`config.mk`:
```
export PLATFORM = sky130hd
export DESIGN_NAME = regs_port_arbiter
export DESIGN_NICKNAME = d
export VERILOG_FILES = /design/src/rtl/regs_arb_pkg.sv /design/src/rtl/regs_port_arbiter_rr_pick.sv /design/src/rtl/regs_port_arbiter.sv
export SDC_FILE = /design/constraint.sdc
export NUM_CORES = 1
export LEC_CHECK = 0
export BUFFER_PORTS_ARGS = -buffer_cell sky130_fd_sc_hd__clkbuf_2
export CAP_MARGIN = 30
export CELL_PAD_IN_SITES_DETAIL_PLACEMENT = 0
export CELL_PAD_IN_SITES_GLOBAL_PLACEMENT = 1
export CORE_MARGIN = 2
export CORE_UTILIZATION = 35
export DETAILED_ROUTE_END_ITERATION = 10
export PLACE_DENSITY_LB_ADDON = 0.1
export RECOVER_POWER = 50
export SYNTH_ARGS = -nofsm -noshare
export SYNTH_HDL_FRONTEND = slang
export SYNTH_HIERARCHICAL = 1
export SYNTH_SLANG_ARGS = --single-unit
```
`constraint.sdc`:
```
create_clock -name clk -period 22.9 [get_ports clk]
set_input_delay 4.58 -clock clk [delete_from_list [all_inputs] [get_ports clk]]
set_output_delay 4.58 -clock clk [all_outputs]
set_load 0.005 [all_outputs]
```
`src/rtl/regs_arb_pkg.sv`:
```
// Shared types and helpers for the register-file port arbiter.
package regs_arb_pkg;

  localparam int REG_AW = 5;
  localparam int NREGS  = 32;

  typedef struct packed {
    logic       v;
    logic [2:0] idx;
  } rtag_t;

  typedef enum logic [1:0] {PORT_NONE, PORT_1, PORT_2} port_sel_t;

  function automatic logic [2:0] wrap_inc(input logic [2:0] i, input int nreq);
    if (i == 3'(nreq - 1)) return 3'd0;
    return i + 3'd1;
  endfunction

endpackage

```
`src/rtl/regs_port_arbiter_rr_pick.sv`:
```
// Circular first-one finder: lowest set mask bit at or after start_i, wrapping.
module rr_pick #(
  parameter int NREQ = 4
) (
  input  logic [NREQ-1:0] mask_i,
  input  logic [2:0]      start_i,
  output logic            found_o,
  output logic [2:0]      idx_o
);

  always_comb begin
    found_o = 1'b0;
    idx_o   = 3'd0;
    for (int i = 0; i < NREQ; i++) begin
      if (!found_o && mask_i[i] && (3'(i) >= start_i)) begin
        found_o = 1'b1;
        idx_o   = 3'(i);
      end
    end
    // Wrapped half of the scan: only reached when nothing was found upstream.
    for (int i = 0; i < NREQ; i++) begin
      if (!found_o && mask_i[i] && (3'(i) < start_i)) begin
        found_o = 1'b1;
        idx_o   = 3'(i);
      end
    end
  end

endmodule

```
`src/rtl/regs_port_arbiter.sv`:
```
// Two-port round-robin arbiter in front of the 32 x n register file.
// Slot A drives port 1, slot B drives port 2; read data returns one cycle later.
module regs_port_arbiter
  import regs_arb_pkg::*;
#(
  parameter int n    = 8,
  parameter int NREQ = 4
) (
  input  logic                        clk,
  input  logic                        reset,
  input  logic [NREQ-1:0]             req,
  input  logic [NREQ-1:0]             req_we,
  input  logic [NREQ-1:0][REG_AW-1:0] req_addr,
  input  logic [NREQ-1:0][n-1:0]      req_wdata,
  output logic [NREQ-1:0]             gnt,
  output logic [NREQ-1:0]             rvalid,
  output logic [NREQ-1:0][n-1:0]      rdata,
  output logic [REG_AW-1:0]           Raddr1,
  output logic [REG_AW-1:0]           Raddr2,
  output logic                        w1,
  output logic                        w2,
  output logic [n-1:0]                Wdata1,
  output logic [n-1:0]                Wdata2,
  input  logic [n-1:0]                Rdata1,
  input  logic [n-1:0]                Rdata2
);

  logic [2:0]  ptr_q, ptr_d;
  rtag_t       tag1_q, tag1_d, tag2_q, tag2_d;

  logic [NREQ-1:0] req_v, mask_b;
  logic            a_found, b_found;
  logic [2:0]      a_idx, b_idx;
  logic            a_we, b_we;
  logic [REG_AW-1:0] a_addr, b_addr;
  logic [n-1:0]    a_wdata, b_wdata;
  port_sel_t       rsel [NREQ];

  // Nothing is granted while reset is held.
  assign req_v = reset ? '0 : req;

  rr_pick #(.NREQ(NREQ)) u_pick_a (
    .mask_i (req_v),
    .start_i(ptr_q),
    .found_o(a_found),
    .idx_o  (a_idx)
  );

  always_comb begin
    a_we    = 1'b0;
    a_addr  = '0;
    a_wdata = '0;
    for (int i = 0; i < NREQ; i++) begin
      if (a_idx == 3'(i)) begin
        a_we    = req_we[i];
        a_addr  = req_addr[i];
        a_wdata = req_wdata[i];
      end
    end
  end

  // Slot B excludes slot A and anything hazarding on A's register (reads of r0 and read/read pairs are fine).
  always_comb begin
    mask_b = '0;
    for (int i = 0; i < NREQ; i++) begin
      mask_b[i] = req_v[i] && (a_idx != 3'(i)) &&
                  !((req_addr[i] == a_addr) && (a_addr != '0) && (req_we[i] || a_we));
    end
  end

  rr_pick #(.NREQ(NREQ)) u_pick_b (
    .mask_i (mask_b),
    .start_i(wrap_inc(a_idx, NREQ)),
    .found_o(b_found),
    .idx_o  (b_idx)
  );

  always_comb begin
    b_we    = 1'b0;
    b_addr  = '0;
    b_wdata = '0;
    for (int i = 0; i < NREQ; i++) begin
      if (b_idx == 3'(i)) begin
        b_we    = req_we[i];
        b_addr  = req_addr[i];
        b_wdata = req_wdata[i];
      end
    end
  end

  always_comb begin
    gnt = '0;
    for (int i = 0; i < NREQ; i++) begin
      gnt[i] = (a_found && (a_idx == 3'(i))) || (b_found && (b_idx == 3'(i)));
    end
  end

  assign Raddr1 = a_found ? a_addr  : '0;
  assign Wdata1 = a_found ? a_wdata : '0;
  assign w1     = a_found && a_we && (a_addr != '0);
  assign Raddr2 = b_found ? b_addr  : '0;
  assign Wdata2 = b_found ? b_wdata : '0;
  assign w2     = b_found && b_we && (b_addr != '0);

  always_comb begin
    ptr_d  = ptr_q;
    if (b_found)      ptr_d = wrap_inc(b_idx, NREQ);
    else if (a_found) ptr_d = wrap_inc(a_idx, NREQ);
    tag1_d = '{v: a_found && !a_we, idx: a_idx};
    tag2_d = '{v: b_found && !b_we, idx: b_idx};
  end

  always_ff @(posedge clk) begin
    if (reset) begin
      ptr_q  <= 3'd0;
      tag1_q <= '0;
      tag2_q <= '0;
    end else begin
      ptr_q  <= ptr_d;
      tag1_q <= tag1_d;
      tag2_q <= tag2_d;
    end
  end

  // Return tags route the port read data back to whoever was granted last cycle.
  always_comb begin
    rvalid = '0;
    rdata  = '0;
    for (int i = 0; i < NREQ; i++) begin
      rsel[i] = PORT_NONE;
      if (tag1_q.v && (tag1_q.idx == 3'(i)))      rsel[i] = PORT_1;
      else if (tag2_q.v && (tag2_q.idx == 3'(i))) rsel[i] = PORT_2;
      if (!reset) begin
        rvalid[i] = (rsel[i] != PORT_NONE);
        case (rsel[i])
          PORT_1:  rdata[i] = Rdata1;
          PORT_2:  rdata[i] = Rdata2;
          default: rdata[i] = '0;
        endcase
      end
    end
  end

endmodule

```
==> impl_metrics.toml <==
[layout]
seq_area_um2 = 220
areaGrowthSynthToFinish_pct = 21.9
final_nets = 735
multiInputGateArea_um2 = 2790
insertedDiodeCount = 0
fin_cells = 759
nFillCells = 1023
stdcell_area_um2 = 3990
drive_gt1_share_pct = 22.8

[global_route]
grt_pass1_wl_mm = 20.9
busiest_layer = "met2"
grt-ovfl-total = 0
grt_util_all_layers_pct = 25.1
met1_usage_pct = 33.3
antenna_found_initial = 0
grtUsageMet2_pct = 43.9
grt_max_degree = 52
grt_pass1_vias = 4152
gr-usage-met3_pct = 2.50

[sta]
rsz0062_at_grt = "false"
timing.final.ws_setup_ns = 5.61
post-route-period-util_pct = 75.5
finalSetupViolations = 0
fin_skew_ns = 0.00141
post-route-min-period_ns = 17.29
max_freq_mhz = 57.8
hold_viol_final = 0
final-max-slew-violation-count = 52
relSlewSlack_pct = -29.5
finalSetupTns_ns = 0
whs_ns = 0.714
worst_pin_slew_ns = 1.94

[clock_network]
cts_sinks = 11
cts-buffers-inserted = 3
path_clk_slew_ns = 0.04
h-tree-depth = 1
clk_path_buf_depth = 2
post-cts-setup-buffer-count = 0
cts_resized = 0
clk_latency_ns = 0.23
cts_hold_buf = 0
cts_tree = "yes"
root_buffer = "clkbuf_8"

[critical_path]
crit_buf_inv = 2
crit_required_ns = 18.32
slowest_delay_ns = 1.36
worst_setup_path_start_kind = "input port"
cp_top_family = "compound AO/OA/AOI/OAI gates"
cp_max_fo = 51
crit_type = "in2out"
crit_arrival_ns = 12.71
ff2ff_setup_slack_ns = 16.33
slowest_stage = "clkbuf_1"
path_cells = "clkbuf_1 > nor2b_1 > nor2b_2 > a311oi_1 > o311ai_0 > ha_1 > a21oi_1 > a22o_1 > o311ai_0 > nor4_1 > a31oi_1 > nor2b_1 > a311oi_1 > o311ai_0 > ha_1 > nand2_1 > a21oi_1 > a21oi_1 > nand3_1 > o31ai_1 > a2111oi_0 > clkbuf_2"
crit_path_end_kind = "primary output"

[synthesis]
ys_seq_elements = 11
synth.avg_cell_area_um2 = 6.11
ys_warn_count = 6
synth_cell_types = 71
synth_edf_count = 0
synth.net_count = 622
seq_area_frac_synth_pct = 6.73
syn_inst = 536
synth_area_um2 = 3270
async_flop_share_pct = 0
ys.flop_type = "dfxtp_1"

[place]
portBuffers = 145
place_congestion = 0.956
dp_slack_ns = 6.85
hpwl_mm = 10.1
dp_cells = 755
post_dp_cell_area_um2 = 3960

[floorplanning]
io_pins = 146
die_x_um = 101
die_area_um2 = 10100
core-area_um2 = 9150
die_h_um = 101
rows = 35
start_util_pct = 35.8

[detailed_routing]
firstDrtPassIters = 5
ant_nets = 0
initialDrtViolationCount = 286
wl_per_cell_um = 17.7
via_count = 4500
drc = 0
vias_per_cell = 5.93
wirelength_mm = 13.4

[power_and_ir_drop]
p_per_area_nw_per_um2 = 51.1
max-vdd-ir-drop_mv = 0.0205
power_leakage_nw = 1.73

[run_status]
failed_checks = "max-capacitance violations, max-slew violations"
status = "finished with violations"

[hold_path]
hp-class = "reg2reg"

[flow_run]
max_cap_viol_count = 1
## synth_stat cells (3+ instances only)
cell type	count	share of area, %
nor2_1	111	13
buf_4	3	0.69
nand2b_1	5	0.96
nor4_1	3	0.57
nand3_1	9	1.4
or2_1	3	0.57
o21bai_1	3	0.69
buf_2	8	1.2
o21ai_0	16	2.4
a221oi_1	13	3.5
a211oi_1	3	0.69
o31ai_1	6	1.4
nand3b_1	15	3.4
a311oi_1	3	0.80
buf_6	3	1.0
nor2b_1	28	5.4
buf_1	5	0.57
o211ai_1	4	0.92
a31oi_1	6	1.1
nor3_1	15	2.3
clkbuf_1	20	2.3
inv_1	18	2.1
dfxtp_1	11	6.7
o22ai_1	6	1.1
a21oi_1	69	11
mux2i_1	5	1.5
a21o_1	3	0.69
xnor2_1	5	1.3
ha_1	8	3.1
nand2_1	32	3.7
and2b_1	3	0.69
and2_1	3	0.57
nor3b_1	6	1.4
a22oi_1	36	8.3
## final cells by class
type | instances | share of cell area [%]
Inverter | 19 | 1.79
Tap cell | 111 | 3.48
Multi-Input combinational cell | 467 | 70.0
Sequential cell | 11 | 5.52
Clock buffer | 4 | 1.13
Timing Repair Buffer | 147 | 18.1
## cells by family after synthesis
group	share of synthesized area, %
AOI/OAI and AO/OA	40.7
xor gates and xnor gates	1.61
and+or+nand+nor	38.2
adders and majority gates	3.06
buffers and inverters	7.99
muxes	1.53
DFF	6.73
other	0.229
## flip-flops by register name, indices dropped and copies added, names as in the netlist
signal and cells:
tag2_q 4, ptr_q 3, tag1_q 4
## worst paths after layout
check | start | end | cells after the start
hold reg to reg | ptr_q[0] | ptr_q[0] | 3
setup / recovery | reset | w2 | 22
hold / removal | ptr_q[0] | ptr_q[0] | 3
setup reg to reg | ptr_q[1] | tag2_q[3] | 18
## cell usage in the layout, fill, tap and decap left out, drive strengths merged, types with 7 or more instances in the layout
cell type	n
nor3b	7
o21ai	17
a21oi	71
clkbuf	149
dfxtp	11
nor2	111
a221oi	13
nand2	32
a31oi	7
nand3	9
nor3	15
a22oi	36
nand3b	15
inv	18
nor2b	30
ha	8
## per-layer routing
layer	share of wire, %	up-vias
met1	43	2101
li1	-	2194
met5	0	-
met4	1.9	0
met2	49	183
met3	6.6	22
## metrics by stage
stage	util (%)	total power [mW]
floorplan	-	0.137
global placement	43.3	0.183
detailed placement	43.3	0.184
CTS	43.8	0.203
global route	43.6	0.223
finish	43.6	0.204
## power breakdown
part           internal, mW  switching [mW]  leakage, nW
Sequential           0.0218         0.00270       0.0912
Clock                0.0121         0.00613       0.0228
Combinational        0.0622          0.0990         1.61
Total                0.0961           0.108         1.73
## worst reg2reg max path, delay by kind of cell, from the launching register on
kind | cells | cell delay [ns]
AOI/OAI and AO/OA | 10 | 3.48
and+or+nand+nor | 6 | 0.81
DFF | 1 | 0.46
adders and majority gates | 2 | 1.75
No activity file was read; power rests on OpenSTA's default activity.
